### config.mk
export PLATFORM = sky130hd
export DESIGN_NAME = xy_resource_ni
export DESIGN_NICKNAME = d
export VERILOG_FILES = /design/src/rtl/xy_noc_pkg.sv /design/src/rtl/ni_sync_fifo.sv /design/src/rtl/xy_resource_ni.sv
export SDC_FILE = /design/constraint.sdc
export NUM_CORES = 1
export LEC_CHECK = 0
export ABC_AREA = 1
export ABC_CLOCK_PERIOD_IN_PS = 2450
export CORE_UTILIZATION = 51
export DETAILED_ROUTE_END_ITERATION = 10
export PLACE_DENSITY_LB_ADDON = 0.25
export SLEW_MARGIN = 20
export SYNTH_ARGS = -nofsm -noshare
export SYNTH_HDL_FRONTEND = slang
export SYNTH_SLANG_ARGS = --single-unit
### constraint.sdc
create_clock -name clk_i -period 2.45 [get_ports clk_i]
set_input_delay 0.6125 -clock clk_i [delete_from_list [all_inputs] [get_ports clk_i]]
set_output_delay 0.6125 -clock clk_i [all_outputs]
set_load 0.01 [all_outputs]
### src/rtl/xy_noc_pkg.sv
// Shared XY-mesh packet definitions, used by both xy_switch and xy_resource_ni.
package xy_noc_pkg;

    localparam int PACKET_ADDR_X_W = 4;
    localparam int PACKET_ADDR_Y_W = 4;
    localparam int PACKET_DATA_W   = 8;
    localparam int PACKET_W        = PACKET_ADDR_X_W + PACKET_ADDR_Y_W + PACKET_DATA_W;

    // Switch port directions
    localparam int LEFT  = 0;
    localparam int TOP   = 1;
    localparam int RIGHT = 2;
    localparam int BOT   = 3;

    // Field slice offsets inside a packet
    localparam int PKT_DATA_LSB = 0;
    localparam int PKT_Y_LSB    = PKT_DATA_LSB + PACKET_DATA_W;
    localparam int PKT_X_LSB    = PKT_Y_LSB + PACKET_ADDR_Y_W;

    typedef struct packed {
        logic [PACKET_ADDR_X_W-1:0] x;
        logic [PACKET_ADDR_Y_W-1:0] y;
        logic [PACKET_DATA_W-1:0]   data;
    } packet_t;

endpackage

### src/rtl/ni_sync_fifo.sv
// Single-clock FIFO with registered storage; push is ignored when full and
// pop is ignored when empty. DEPTH must be a power of two (>= 2).
module ni_sync_fifo #(
    parameter int WIDTH = 16,
    parameter int DEPTH = 4
) (
    input  logic             clk_i,
    input  logic             rst_ni,
    input  logic             push_i,
    input  logic [WIDTH-1:0] wdata_i,
    input  logic             pop_i,
    output logic [WIDTH-1:0] rdata_o,
    output logic             full_o,
    output logic             empty_o
);

    localparam int AW = $clog2(DEPTH);

    logic [DEPTH-1:0][WIDTH-1:0] mem_q;
    logic [AW-1:0]               wr_ptr_q, rd_ptr_q;
    logic [AW:0]                 cnt_q;
    logic                        do_push, do_pop;

    assign full_o  = (cnt_q == (AW+1)'(DEPTH));
    assign empty_o = (cnt_q == '0);
    assign do_push = push_i & ~full_o;
    assign do_pop  = pop_i & ~empty_o;
    assign rdata_o = mem_q[rd_ptr_q];

    // Storage and pointers; storage is cleared so the head reads 0 out of reset
    always_ff @(posedge clk_i or negedge rst_ni) begin
        if (!rst_ni) begin
            mem_q    <= '0;
            wr_ptr_q <= '0;
            rd_ptr_q <= '0;
        end else begin
            if (do_push) begin
                mem_q[wr_ptr_q] <= wdata_i;
                wr_ptr_q        <= wr_ptr_q + 1'b1;
            end
            if (do_pop)
                rd_ptr_q <= rd_ptr_q + 1'b1;
        end
    end

    // Occupancy: simultaneous push and pop leave it unchanged
    always_ff @(posedge clk_i or negedge rst_ni) begin
        if (!rst_ni)
            cnt_q <= '0;
        else if (do_push && !do_pop)
            cnt_q <= cnt_q + 1'b1;
        else if (do_pop && !do_push)
            cnt_q <= cnt_q - 1'b1;
    end

endmodule

### src/rtl/xy_resource_ni.sv
// Resource-side network interface for the XY mesh: TX FIFO towards the local
// switch, single-entry RX buffer from it, plus traffic counters.
// Optional: NI_RX_ADDR_CHECK_EN drops (and counts) received packets whose
// address is not this node.
module xy_resource_ni
    import xy_noc_pkg::*;
#(
    parameter int X_CORD        = 0,
    parameter int Y_CORD        = 0,
    parameter int TX_FIFO_DEPTH = 4
) (
    input  logic                       clk_i,
    input  logic                       rst_ni,
    input  logic                       tx_vld_i,
    input  logic [PACKET_ADDR_X_W-1:0] tx_x_i,
    input  logic [PACKET_ADDR_Y_W-1:0] tx_y_i,
    input  logic [PACKET_DATA_W-1:0]   tx_data_i,
    output logic                       tx_rdy_o,
    output logic                       pckt_vld_o,
    output logic [PACKET_W-1:0]        pckt_o,
    input  logic                       pckt_rd_i,
    input  logic                       pckt_vld_i,
    input  logic [PACKET_W-1:0]        pckt_i,
    output logic                       pckt_rd_o,
    output logic                       rx_vld_o,
    output logic [PACKET_ADDR_X_W-1:0] rx_x_o,
    output logic [PACKET_ADDR_Y_W-1:0] rx_y_o,
    output logic [PACKET_DATA_W-1:0]   rx_data_o,
    input  logic                       rx_rd_i,
    output logic [7:0]                 tx_cnt_o,
    output logic [7:0]                 rx_cnt_o,
    output logic [7:0]                 misroute_cnt_o,
    output logic                       busy_o
);

`ifdef NI_RX_ADDR_CHECK_EN
    localparam bit ADDR_CHECK = 1'b1;
`else
    localparam bit ADDR_CHECK = 1'b0;
`endif

    localparam logic [PACKET_ADDR_X_W-1:0] OWN_X = PACKET_ADDR_X_W'(X_CORD);
    localparam logic [PACKET_ADDR_Y_W-1:0] OWN_Y = PACKET_ADDR_Y_W'(Y_CORD);

    // ---------------- TX path ----------------
    packet_t tx_pkt;
    logic    tx_full, tx_empty, tx_push, tx_pop;

    assign tx_pkt     = '{x: tx_x_i, y: tx_y_i, data: tx_data_i};
    assign tx_rdy_o   = ~tx_full;
    assign tx_push    = tx_vld_i & tx_rdy_o;
    assign pckt_vld_o = ~tx_empty;
    assign tx_pop     = pckt_vld_o & pckt_rd_i;

    ni_sync_fifo #(
        .WIDTH (PACKET_W),
        .DEPTH (TX_FIFO_DEPTH)
    ) u_tx_fifo (
        .clk_i   (clk_i),
        .rst_ni  (rst_ni),
        .push_i  (tx_push),
        .wdata_i (tx_pkt),
        .pop_i   (tx_pop),
        .rdata_o (pckt_o),
        .full_o  (tx_full),
        .empty_o (tx_empty)
    );

    // ---------------- RX path ----------------
    packet_t rx_in, rx_pkt_q;
    logic    rx_vld_q, rx_accept, rx_addr_ok, rx_store, rx_misroute, rx_drain;
    logic [7:0] tx_cnt_q, rx_cnt_q, mis_cnt_q;

    assign rx_in       = packet_t'(pckt_i);
    assign pckt_rd_o   = ~rx_vld_q;
    assign rx_accept   = pckt_vld_i & pckt_rd_o;
    assign rx_addr_ok  = (rx_in.x == OWN_X) && (rx_in.y == OWN_Y);
    // Without the address check every accepted packet is stored
    assign rx_store    = rx_accept & (rx_addr_ok | ~ADDR_CHECK);
    assign rx_misroute = rx_accept & ~rx_addr_ok & ADDR_CHECK;
    assign rx_drain    = rx_vld_q & rx_rd_i;

    // Single-entry RX buffer; full buffer blocks accepts, so fill and drain never overlap
    always_ff @(posedge clk_i or negedge rst_ni) begin
        if (!rst_ni) begin
            rx_vld_q <= 1'b0;
            rx_pkt_q <= '0;
        end else if (rx_drain) begin
            rx_vld_q <= 1'b0;
        end else if (rx_store) begin
            rx_vld_q <= 1'b1;
            rx_pkt_q <= rx_in;
        end
    end

    // Traffic counters: TX/RX wrap, misroute saturates
    always_ff @(posedge clk_i or negedge rst_ni) begin
        if (!rst_ni) begin
            tx_cnt_q  <= '0;
            rx_cnt_q  <= '0;
            mis_cnt_q <= '0;
        end else begin
            if (tx_pop)                          tx_cnt_q  <= tx_cnt_q + 1'b1;
            if (rx_drain)                        rx_cnt_q  <= rx_cnt_q + 1'b1;
            if (rx_misroute && mis_cnt_q != '1)  mis_cnt_q <= mis_cnt_q + 1'b1;
        end
    end

    assign rx_vld_o       = rx_vld_q;
    assign rx_x_o         = rx_pkt_q.x;
    assign rx_y_o         = rx_pkt_q.y;
    assign rx_data_o      = rx_pkt_q.data;
    assign tx_cnt_o       = tx_cnt_q;
    assign rx_cnt_o       = rx_cnt_q;
    assign misroute_cnt_o = mis_cnt_q;
    assign busy_o         = ~tx_empty | rx_vld_q;

endmodule
### Yosys cells after proc, flatten, opt, wreduce, memory -nomap -nowiden

Index checks and enable logic that the tools add are counted.

| word-level totals | value |
|---|---|
| register bits | 104 |
| bits in latches | 0 |
| RAM bits | 0 |
| bits in read-only memories | 0 |
| input port bits | 38 |
| output and inout bits | 61 |
| logic and storage cells | 52 |
| memories | 0 |

| cells by class | value |
|---|---|
| add/sub/neg operators | 6 |
| multipliers | 0 |
| div/mod/pow operators | 0 |
| order comparisons | 3 |
| equality and inequality tests | 1 |
| shift-type cells | 0 |
| multiplexer cells | 9 |
| bitwise operators | 11 |
| reductions and logical operators | 9 |

Operators with widths:

| operator | number |
|---|---|
| $bwmux W64 | 1 |
| $bmux W16 S2 | 1 |
| $demux W16 S2 | 1 |
| $mux W16 | 2 |
| $add A8 B1 Y8 const B | 2 |
| $and A1 B1 Y1 | 6 |
| $lt A2 B3 Y1 const B | 2 |
| $mux W3 | 2 |
| $add A2 B1 Y2 const B | 2 |
| $not A1 Y1 | 4 |
| $reduce_bool A2 Y1 | 2 |
| $add A3 B1 Y3 const B | 1 |
| $eq A3 B3 Y1 const B | 1 |
| $logic_and A1 B1 Y1 | 3 |
| $logic_not A3 Y1 | 1 |
| $sub A3 B1 Y3 const B | 1 |
| $ge A2 B1 Y1 const B | 1 |
| $logic_not A1 Y1 | 2 |
| $mux W1 | 2 |
| $reduce_and A2 Y1 | 1 |
| $or A1 B1 Y1 | 1 |

### Longest topological paths before layout

Gate-level depths: netlist (run 1).

| depth | value |
|---|---|
| depth in word-level cells | 8 |
| gate-level depth with buffers | 11 |
| depth with buffers taken out | 11 |

### Modules after synthesis

Synthesis (run 1) repeated with hierarchy kept, for this count alone.

| second synthesis, totals | value |
|---|---|
| cells, all modules | 586 |
| area total of the unflattened synthesis | 5091.1 um^2 |

By module, submodules not included:

| module | times used | cells an instance | area each (um^2) | sequential area each (um^2) |
|---|---|---|---|---|
| ni_sync_fifo | 1 | 447 | 3580.9 | 1776.7 |
| xy_resource_ni | 1 | 139 | 1510.2 | 825.8 |

### Worst setup path after synthesis (run 1)

OpenSTA, ideal clock, no wires.

| path | value |
|---|---|
| path type | register -> register |
| start point | register u_tx_fifo.cnt_q[1] |
| end point | register u_tx_fifo.cnt_q[2] |
| setup time | 0.125 ns |
| data arrival time | 1.759 ns |
| required time | 2.325 ns |
| path slack | 0.566 ns |
| stages on the path, launching flop included | 10 |
| path buffers | 0 |
| clock period less this slack | 1.884 ns |
| cell sequence | dfrtp_1 -> nor2_4 -> nand2_1 -> nand2_2 -> ha_1 -> inv_1 -> fa_1 -> nand2_1 -> nand3_1 -> xor2_1 |

| on the way | value |
|---|---|
| cells in the longest elaborated chain, start to end | 7 |
| elaborated cells between the ends (all ways) | 17 |
| classes of those cells | 2 x add/sub; 1 x eq/ne; 2 x mux; 6 x bitwise; 6 x reduce/logical |

RTL lines:

| element | line | source |
|---|---|---|
| from (decl) | ni_sync_fifo.sv:21 | `logic [AW:0] cnt_q;` |
| from (signal assigned) | ni_sync_fifo.sv:51 | `cnt_q <= cnt_q + 1'b1;` |
| from (signal assigned) | ni_sync_fifo.sv:53 | `cnt_q <= cnt_q - 1'b1;` |
| $logic_not A3 Y1 * | ni_sync_fifo.sv:25 | `assign empty_o = (cnt_q == '0);` |
| $not A1 Y1 * | xy_resource_ni.sv:52 | `assign pckt_vld_o = ~tx_empty;` |
| named net pckt_vld_o | xy_resource_ni.sv:19 | `output logic pckt_vld_o,` |
| $and A1 B1 Y1 | xy_resource_ni.sv:53 | `assign tx_pop = pckt_vld_o & pckt_rd_i;` |
| $and A1 B1 Y1 * | ni_sync_fifo.sv:27 | `assign do_pop = pop_i & ~empty_o;` |
| $logic_not A1 Y1 | ni_sync_fifo.sv:50 | `else if (do_push && !do_pop)` |
| $logic_and A1 B1 Y1 | ni_sync_fifo.sv:50 |  |
| $mux W3 / $reduce_bool A2 Y1 (equally long branches) | -- |  |

Mark *: on every way through the listed nets, which the timed path passes. The rest lies on a longest branch. The select of a mux whose other input is x is not followed.
A chain may end at the register's enable or synchronous reset.

### Final worst setup path (run 1)

| path | value |
|---|---|
| start point | register u_tx_fifo.rd_ptr_q[0] |
| end point | output port pckt_o[12] |

| on the way | value |
|---|---|
| cells in the longest elaborated chain, start to end | 2 |

RTL lines:

| element | line | source |
|---|---|---|
| from (decl) | ni_sync_fifo.sv:20 | `logic [AW-1:0] wr_ptr_q, rd_ptr_q;` |
| from (signal assigned) | ni_sync_fifo.sv:42 | `rd_ptr_q <= rd_ptr_q + 1'b1;` |
| $bmux W16 S2 | ni_sync_fifo.sv:28 | `assign rdata_o = mem_q[rd_ptr_q];` |
| $mux W16 (not written as such) | ni_sync_fifo.sv:28 |  |
| to (decl) | xy_resource_ni.sv:20 | `output logic [PACKET_W-1:0] pckt_o,` |

No other way between the ends. The select of a mux whose other input is x is not followed.

==> results.sh, run 1 <==
export IMPL_status="finished, final reports clean"
export IMPL_first_pass_iters=4
export IMPL_synthAdderAreaFrac_pct=2.23
export IMPL_cts_max_level=3
export IMPL_pre_cts_slack_ns=0.0996
export IMPL_rows=35
export IMPL_p_leak_nw=2.83
export IMPL_yosys_area_share_simple_pct=15.2
export IMPL_rsz0062_at_grt="no"
export IMPL_wirelength_mm=9.91
export IMPL_worstSetupStartpointType="flop"
export IMPL_finalClockSkew_ns=0.0114
export IMPL_seq_power_share_pct=39.2
export IMPL_diodes=0
export IMPL_dp_hpwl_mm=6.72
export IMPL_synthXorXnorAreaFrac_pct=2.17
export IMPL_r2r_cells=10
export IMPL_vias=3646
export IMPL_ys_seq_area_share_pct=53.8
export IMPL_period_needed_ns=2.27
export IMPL_reg2reg_setup_slack_ns=0.53
export IMPL_p_per_area_nw_per_um2=1220
export IMPL_avgSynthCellArea_um2=9.77
export IMPL_period_share_pct=92.6
export IMPL_synth_compound_area_share_pct=15.1
export IMPL_gp_congestion=0.772
export IMPL_core_area_um2=9200
export IMPL_timing_fmax_ghz=0.441
export IMPL_die_x_um=99.4
export IMPL_grt_overflow=0
export IMPL_p_sw_share_pct=38.4
export IMPL_yosys_mux_area_fraction_pct=3.96
export IMPL_dp_cells=687
export IMPL_p_clk_share_pct=15.3
export IMPL_synth_top_cell_area_share_pct=53.8
export IMPL_root_buffer="clkbuf_8"
export IMPL_dieHeight_um=99.4
export IMPL_grt_pass1_wl_mm=17.3
export IMPL_syn_cell_area_um2=4840
export IMPL_r2r_end="u_tx_fifo.cnt_q[2]"
export IMPL_io_buffer_count=90
export IMPL_antenna_found_initial=0
export IMPL_hold_class="in -> async"
export IMPL_synthTopCellsByCount="nand2_1 (111), dfrtp_1 (104), nor2_1 (38)"
export IMPL_grt_usage_pct=22.3
export IMPL_clk_pin_slew_ns=0.10
export IMPL_synth_ff_type="dfrtp_1"
export IMPL_peakVddDrop_v=0.000634
export IMPL_drc=0
export IMPL_worstPathArrival_ns=1.66
export IMPL_synth_edf_count=0
export IMPL_post_synth_top_count_cell="nand2_1"
export IMPL_combPwrFrac_pct=45.5
export IMPL_setup_ws_ns=0.181
export IMPL_reg2reg_from="u_tx_fifo.cnt_q[0]"
export IMPL_final_area_um2=6000
export IMPL_synth_top_family_by_area="simple AND/OR/NAND/NOR gates"
export IMPL_start_util_pct=52.6
export IMPL_stdcell_count=705
export IMPL_required_ns=1.84
export IMPL_fin_util_pct=65.3
export IMPL_clock_latency_ns=0.37
export IMPL_synthTopCellsByArea="dfrtp_1 (54%), nand2_1 (8.6%), o21ai_2 (5.6%)"
export IMPL_syn_to_final_growth_pct=24.1
export IMPL_clk_path_buf_depth=2
export IMPL_final_net_count=635
export IMPL_synth_seq_cells=104
export IMPL_vias_per_cell=5.17
export IMPL_post_drt_wl_per_cell_um=14.1
export IMPL_drive_above_1_share_pct=15.2
export IMPL_async_reset_ff_share_pct=100
export IMPL_place_area_um2=5790
export IMPL_path_max_fanout=16
export IMPL_fin_tns_setup_ns=0
export IMPL_cts_sinks=104
export IMPL_cts_made_buffers=9
export IMPL_die_area_um2=9880
export IMPL_crit_type="reg -> out"
export IMPL_postRouteAntennaNets=0
export IMPL_switching_power_w=0.00281
export IMPL_cts_tree="yes"
export IMPL_end_kind="output port"
export IMPL_setup_violations=0
export IMPL_synthDistinctLibCells=26
export IMPL_grt_pass1_vias=3720
export IMPL_syn_instance_count=495
export IMPL_synth_top_area_cell="dfrtp_1"
export IMPL_dr_first_iter_drc_count=136
export IMPL_cellInternalPower_w=0.00451
export IMPL_grt_max_degree=44
export IMPL_pin_count=99
export IMPL_hold_viol=0
export IMPL_max_cap_viol_count=0
export IMPL_ys_warn_count=0
export IMPL_cts_hold_buf=0
export IMPL_maxSlewViolCount=0
==> kinds of logic after synthesis <==
kind of cell | Yosys count
xor+xnor | 12
other cells | 1
fa+ha+maj | 8
flops | 104
compound gates | 117
buf+inv | 66
mux | 17
simple gates | 170
==> worst max-delay path, cell delays in order (launching register included) <==
cell	delay, ns
dfrtp_1	0.42
inv_2	0.11
buf_6	0.17
nor2_1	0.06
o22ai_1	0.22
dlygate4sd2_1	0.31
==> timing repair <==
action / in CTS / in global routing
pin swaps: 0 / 0
resized for setup: 21 / 1
buffers inserted: 1 / 0
gates cloned: 1 / 0
endpoints found under the setup margin: 16 / 1
==> cell type report <==
type,count,area (um^2)
repair buffers,105,1020
fillers,753,3190
clock buffers,13,159
multi-input cells,332,1900
clock inverters,3,47.5
flip-flops and latches,104,2600
inverters,37,139
well taps,111,139
==> power groups by stage <==
| stage | logic (W) | clock network (W) | registers (W) |
|---|---|---|---|
| detailed placement | 0.00349 | 0 | 0.00289 |
| global route | 0.00375 | 0.00122 | 0.00297 |
| floorplan | 0.00209 | 0 | 0.00288 |
| global placement | 0.00339 | 0 | 0.00286 |
| finish | 0.00333 | 0.00112 | 0.00287 |
| CTS | 0.00338 | 0.00115 | 0.00287 |
==> worst max path at each step <==
stage	from	end	cells past startpoint
3_3_place_gp	tx_vld_i	u_tx_fifo.cnt_q[2]	9
3_5_place_dp	tx_vld_i	u_tx_fifo.cnt_q[2]	9
2_1_floorplan	u_tx_fifo.cnt_q[1]	u_tx_fifo.cnt_q[2]	9
6_report	u_tx_fifo.rd_ptr_q[0]	pckt_o[12]	5
5_1_grt	u_tx_fifo.cnt_q[0]	tx_rdy_o	3
4_1_cts	u_tx_fifo.rd_ptr_q[0]	pckt_o[14]	5
==> per-stage QoR <==
stage	total power, W	hold slack, ns
6_report	0.00732	0.173
5_1_grt	0.00794	0.193
4_1_cts	0.00740	0.181
3_5_place_dp	0.00638	0.463
3_3_place_gp	0.00625	0.459
2_1_floorplan	0.00497	0.317
==> metal layers <==
metal  up-vias  part of all wire (%)  global-route usage (%)
met2        94                    48                    38.2
met3        11                   5.9                    5.83
met4         0                   1.3                    6.79
li1       1793                     -                       -
met5         -                     0                       0
met1      1748                    45                    27.7
==> state kept, by name, summed over array words and instances, names as in the netlist <==
name / count
u_tx_fifo.wr_ptr_q: 2
rx_cnt_o: 8
rx_y_o: 4
u_tx_fifo.cnt_q: 3
rx_vld_o: 1
rx_x_o: 4
u_tx_fifo.mem_q: 64
rx_data_o: 8
u_tx_fifo.rd_ptr_q: 2
tx_cnt_o: 8
==> placed cells by master, fill, tap and decap left out, types with 2 or more instances in the layout <==
| cell type | count |
|---|---|
| inv_6 | 2 |
| dfrtp_1 | 104 |
| clkbuf_1 | 2 |
| nand3_1 | 11 |
| ha_1 | 7 |
| conb_1 | 8 |
| o21ai_0 | 36 |
| mux2_2 | 17 |
| nand3_4 | 4 |
| xor2_1 | 5 |
| nor2_1 | 38 |
| nand3b_1 | 2 |
| clkbuf_8 | 11 |
| o21ai_2 | 31 |
| buf_4 | 12 |
| inv_1 | 34 |
| nand2_2 | 2 |
| nand2_1 | 111 |
| xnor2_1 | 7 |
| o21ai_1 | 33 |
| inv_2 | 3 |
| clkdlybuf4s50_1 | 73 |
| dlygate4sd2_1 | 15 |
| o22ai_1 | 16 |
| buf_6 | 3 |
Power figures use the tool's default switching activity.
==> inputs of run 2 (changes only) <==
--- a/config.mk
+++ b/config.mk
@@ -9,3 +9,3 @@
 export ABC_CLOCK_PERIOD_IN_PS = 2450
-export CORE_UTILIZATION = 51
+export CORE_UTILIZATION = 40
 export DETAILED_ROUTE_END_ITERATION = 10
--- a/constraint.sdc
+++ b/constraint.sdc
@@ -3,2 +3,2 @@
 set_output_delay 0.6125 -clock clk_i [all_outputs]
-set_load 0.01 [all_outputs]
+set_load 0.02 [all_outputs]
==> run 2 against run 1 <==
The run now ends with DRC left; core utilization decreased by 13 points; combinational power increased by 9.3%; non-clock buffer count decreased by 3; critical path depth unchanged; worst hold slack got worse by 0.036 ns; count of clock-buffer cells in the layout decreased by 4; sequential share of layout area decreased by 0.89 points; maximum frequency decreased by 3.1%; die area increased by 27%; setup slack got worse by 0.073 ns; cell count increased by 4.1%; critical endpoint is now pckt_o[10].
==> results.sh, run 2 (synthesis gave the netlist of run 1 again) <==
export IMPL_reg2reg_from="u_tx_fifo.cnt_q[0]"
export IMPL_antenna_found_initial=0
export IMPL_gp_congestion=0.761
export IMPL_cts_hold_buf=0
export IMPL_critPathSlowestCell="dfrtp_1"
export IMPL_regMostFlops="u_tx_fifo.mem_q"
export IMPL_grt_usage_pct=17.8
export IMPL_wirelength_mm=10.4
export IMPL_worst_pin_slew_ns=0.498
export IMPL_cts_resized_gates=16
export IMPL_worstSetupStartpointType="flop"
export IMPL_worstPathArrival_ns=1.73
export IMPL_p_per_area_nw_per_um2=1320
export IMPL_slowest_delay_ns=0.40
export IMPL_grt_pass1_vias=3608
export IMPL_dp_hpwl_mm=6.96
export IMPL_largest_register_ff_count=64
export IMPL_first_pass_iters=9
export IMPL_path_delay_family="buffers and inverters"
export IMPL_die_x_um=112
export IMPL_cts_made_buffers=9
export IMPL_violations="DRC"
export IMPL_maxSlewViolCount=0
export IMPL_cts_sinks=104
export IMPL_required_ns=1.84
export IMPL_max_cap_viol_count=0
export IMPL_cts_max_level=3
export IMPL_diodes=0
export IMPL_dieHeight_um=112
export IMPL_syn_to_final_growth_pct=26.7
export IMPL_period_needed_ns=2.34
export IMPL_drc=3
export IMPL_path_cells="inv_1, buf_4, o21ai_0, o22ai_1, dlygate4sd2_1"
export IMPL_grt_use_met2_pct=29.2
export IMPL_hold_viol=0
export IMPL_end_kind="output port"
export IMPL_path_buf_inv=3
export IMPL_timing_fmax_ghz=0.427
export IMPL_cellInternalPower_w=0.00484
export IMPL_setup_violations=0
export IMPL_drive_above_1_share_pct=14.7
export IMPL_io_buffer_count=90
export IMPL_top_usage_layer="met2"
export IMPL_p_leak_nw=2.86
export IMPL_r2r_cells=10
export IMPL_grt_overflow=0
export IMPL_vias=3588
export IMPL_crit_path_start="u_tx_fifo.rd_ptr_q[0]"
export IMPL_final_net_count=632
export IMPL_clk_pin_slew_ns=0.07
export IMPL_grt_pass1_wl_mm=17.5
export IMPL_pin_count=99
export IMPL_layout_common_cells="nand2_1 (111), dfrtp_1 (104), clkdlybuf4s50_1 (73)"
export IMPL_crit_type="reg -> out"
export IMPL_reg2reg_setup_slack_ns=0.48
export IMPL_rows=39
export IMPL_finalClockSkew_ns=0.00700
export IMPL_vias_per_cell=4.89
export IMPL_peakVddDrop_v=0.000642
export IMPL_clk_path_buf_depth=2
export IMPL_combPwrFrac_pct=45.1
export IMPL_core_area_um2=11600
export IMPL_grt_use_met3_pct=6.21
export IMPL_path_max_fanout=14
export IMPL_start_util_pct=41.6
export IMPL_die_area_um2=12500
export IMPL_cts_tree="yes"
export IMPL_grt_max_degree=53
export IMPL_switching_power_w=0.00323
export IMPL_p_sw_share_pct=40.0
export IMPL_r2r_end="u_tx_fifo.cnt_q[2]"
export IMPL_fin_tns_setup_ns=0
export IMPL_dr_first_iter_drc_count=219
export IMPL_clock_latency_ns=0.34
export IMPL_postRouteAntennaNets=0
export IMPL_post_drt_wl_per_cell_um=14.1
export IMPL_p_clk_share_pct=19.3
export IMPL_final_common_cell="nand2_1"
export IMPL_seq_power_share_pct=35.5
export IMPL_use_met1_pct=22.6
export IMPL_max_slew_margin_pct=66.6
export IMPL_p_total_w=0.00807
export IMPL_root_buffer="clkbuf_16"
export IMPL_post_cts_setup_buffer_count=0
export IMPL_period_share_pct=95.6
export IMPL_status="finished, violations left"
export IMPL_rsz0062_at_grt="no"
export IMPL_hold_class="in -> async"
==> run 2: cell count changes in the layout (fill, tap and decap cells not counted), sizes merged <==
cell,before,now
bufinv,1,2
clkbuf,13,9
buf,16,13
clkinvlp,0,1
dlymetal6s2s,1,0
dlygate4sd2,15,16
clkinv,0,2
==> run 2: worst max-delay path by stage <==
stage,depth (start not counted),end,slack [ns]
floorplan,9,u_tx_fifo.cnt_q[2],0.49
detailed placement,9,u_tx_fifo.cnt_q[2],0.09
global route,5,pckt_o[10],0.004
CTS,5,pckt_o[10],0.09
finish,5,pckt_o[10],0.11
global placement,9,u_tx_fifo.cnt_q[2],0.17
==> run 2: final cells by class <==
cell class                 count  area (um^2)
fill                        1049         5490
clock buffer                   9          225
multi-input combinational    332         1900
sequential                   104         2600
tap                          143          179
clock inverter                 7          104
inverter                      37          139
timing repair buffer         102          981
==> run 2: power groups by stage <==
stage | Combinational (W) | Clock, W | Sequential [W]
finish | 0.00364 | 0.00156 | 0.00287
global route | 0.00403 | 0.00167 | 0.00297
CTS | 0.00369 | 0.00161 | 0.00287
detailed placement | 0.00386 | 0 | 0.00289
global placement | 0.00376 | 0 | 0.00286
floorplan | 0.00230 | 0 | 0.00300
==> run 2: metrics by stage <==
step	setup slack [ns]	cell area [um^2]	cells	utilization [%]	hold slack (ns)
6_report	0.108	6130	734	52.8	0.137
5_1_grt	0.00444	6130	734	52.8	0.139
4_1_cts	0.0878	6130	734	52.8	0.136
3_5_place_dp	0.0915	5820	718	50.1	0.462
3_3_place_gp	0.167	5820	718	50.1	0.460
2_1_floorplan	0.486	4860	502	-	0.317
==> run 2: routing by layer <==
layer / up-vias / wire (um)
met5: - / 0
met4: 0 / 74
met3: 6 / 649
met2: 90 / 4960
met1: 1703 / 4680
li1: 1789 / -
==> inputs of run 3 (changes only) <==
Settings changed: CELL_PAD_IN_SITES_DETAIL_PLACEMENT set to 0, CELL_PAD_IN_SITES_GLOBAL_PLACEMENT set to 1, CORE_UTILIZATION 40 to 39.
==> run 3 against run 2 <==
Flip-flop and latch count unchanged; setup slack better by 0.025 ns; clock power shrank 3%; die area is 2.5% higher; cell count rose by 3.5%; critical path depth decreased by 2; highest routed layer unchanged; global-route usage down 0.59 points; maximum frequency is 1.1% higher; first-iteration DRC count shrank 8.2%; the run now ends clean; critical endpoint is now tx_rdy_o; routed wire length shrank 0.27%; sequential share of layout area fell by 0.20 points; combinational power hardly changed.
==> results.sh, run 3 (synthesis gave the netlist of run 1 again) <==
export IMPL_status="finished, final reports clean"
export IMPL_seq_power_share_pct=35.8
export IMPL_worstSetupStartpointType="flop"
export IMPL_multiInputGateArea_um2=1900
export IMPL_root_buffer="clkbuf_16"
export IMPL_required_ns=1.84
export IMPL_maxSlewViolCount=0
export IMPL_cts_made_buffers=9
export IMPL_regArea_um2=2600
export IMPL_p_sw_share_pct=39.5
export IMPL_clk_path_buf_depth=2
export IMPL_pre_cts_slack_ns=0.118
export IMPL_cts_hold_buf=0
export IMPL_dr_first_iter_drc_count=201
export IMPL_period_needed_ns=2.32
export IMPL_combPwrFrac_pct=45.4
export IMPL_max_slew_margin_pct=66.1
export IMPL_timing_fmax_ghz=0.432
export IMPL_hold_class="in -> async"
export IMPL_grt_overflow=0
export IMPL_clk_pin_slew_ns=0.07
export IMPL_finalClockSkew_ns=0.00670
export IMPL_pin_count=99
export IMPL_fin_tns_setup_ns=0
export IMPL_grt_pass1_wl_mm=17.1
export IMPL_regMostFlops="u_tx_fifo.mem_q"
export IMPL_largest_register_ff_count=64
export IMPL_syn_to_final_growth_pct=27.3
export IMPL_io_buffer_count=90
export IMPL_post_cts_setup_buffer_count=0
export IMPL_final_common_cell="nand2_1"
export IMPL_crit_type="reg -> out"
export IMPL_wirelength_mm=10.3
export IMPL_rsz0062_at_grt="no"
export IMPL_cts_max_level=3
export IMPL_fill_cells=1156
export IMPL_p_per_area_nw_per_um2=1300
export IMPL_cts_sinks=104
export IMPL_layout_common_cells="nand2_1 (111), dfrtp_1 (104), clkdlybuf4s50_1 (73)"
export IMPL_grt_usage_pct=17.2
export IMPL_first_pass_iters=4
export IMPL_worstPathArrival_ns=1.70
export IMPL_setup_violations=0
export IMPL_setup_ws_ns=0.134
export IMPL_r2r_end="u_tx_fifo.cnt_q[2]"
export IMPL_peakVddDrop_v=0.000622
export IMPL_core_area_um2=12100
export IMPL_vias_per_cell=4.67
export IMPL_dieHeight_um=113
export IMPL_start_util_pct=40.1
export IMPL_rows=40
export IMPL_diodes=0
export IMPL_dp_hpwl_mm=6.87
export IMPL_drive_above_1_share_pct=14.7
export IMPL_hold_viol=0
export IMPL_reg2reg_from="u_tx_fifo.cnt_q[0]"
export IMPL_switching_power_w=0.00316
export IMPL_vias=3551
export IMPL_final_net_count=633
export IMPL_reg2reg_setup_slack_ns=0.54
export IMPL_end_kind="output port"
export IMPL_p_leak_nw=2.87
export IMPL_post_drt_wl_per_cell_um=13.6
export IMPL_postRouteAntennaNets=0
export IMPL_worst_pin_slew_ns=0.506
export IMPL_cts_tree="yes"
export IMPL_path_max_fanout=6
export IMPL_grt_max_degree=67
export IMPL_period_share_pct=94.5
export IMPL_antenna_found_initial=0
export IMPL_gp_congestion=0.709
export IMPL_p_clk_share_pct=18.8
export IMPL_max_cap_viol_count=0
export IMPL_cts_resized_gates=16
export IMPL_die_area_um2=12800
export IMPL_die_x_um=113
export IMPL_clock_latency_ns=0.34
export IMPL_grt_pass1_vias=3482
export IMPL_drc=0
export IMPL_cellInternalPower_w=0.00484
export IMPL_r2r_cells=10
==> run 3: critical path, cell delays in order (launching register included) <==
cell and delay, ns:
dfrtp_1 0.44, nor2_4 0.20, nand2_4 0.14, clkdlybuf4s50_1 0.58
==> run 3: worst max path at each step <==
stage / startpoint / slack (ns) / endpoint
global route: u_tx_fifo.rd_ptr_q[1] / 0.03 / pckt_o[11]
detailed placement: tx_vld_i / 0.12 / u_tx_fifo.cnt_q[2]
finish: u_tx_fifo.cnt_q[1] / 0.13 / tx_rdy_o
CTS: u_tx_fifo.cnt_q[1] / 0.10 / tx_rdy_o
global placement: tx_vld_i / 0.17 / u_tx_fifo.cnt_q[2]
floorplan: u_tx_fifo.cnt_q[1] / 0.49 / u_tx_fifo.cnt_q[2]
==> run 3: area by class of cell <==
type | instances | share of cell area, %
inverters | 37 | 2.26
flip-flops and latches | 104 | 42.3
well taps | 168 | 3.41
clock buffers | 14 | 4.61
multi-input cells | 332 | 30.8
clock inverters | 2 | 0.569
repair buffers | 103 | 16.1
==> run 3: metrics by stage <==
step	std cells	utilization (%)	hold WS, ns	total power, W	area (um^2)
after CTS	760	51.0	0.286	0.00811	6160
after floorplan	502	-	0.317	0.00530	4860
after global routing	760	51.0	0.292	0.00859	6160
after global placement	744	48.6	0.458	0.00667	5860
final	760	51.0	0.267	0.00800	6160
after detailed placement	744	48.6	0.463	0.00675	5860
==> run 3: power groups by stage <==
stage	Clock (W)	Sequential, W	Combinational, W
finish	0.00151	0.00286	0.00363
detailed placement	0	0.00289	0.00386
floorplan	0	0.00300	0.00230
CTS	0.00156	0.00287	0.00369
global placement	0	0.00287	0.00380
global route	0.00162	0.00295	0.00402
==> run 3: metal layers <==
layer  vias to the layer above  GRT usage (%)  routed length (um)  part of all wire (%)
met5                         -              0                   0                     0
met4                         0           3.95                  93                  0.90
met1                      1676           22.3                4860                    47
met2                        76           27.1                4720                    46
li1                       1793              -                   -                     -
met3                         6           6.86                 666                   6.4
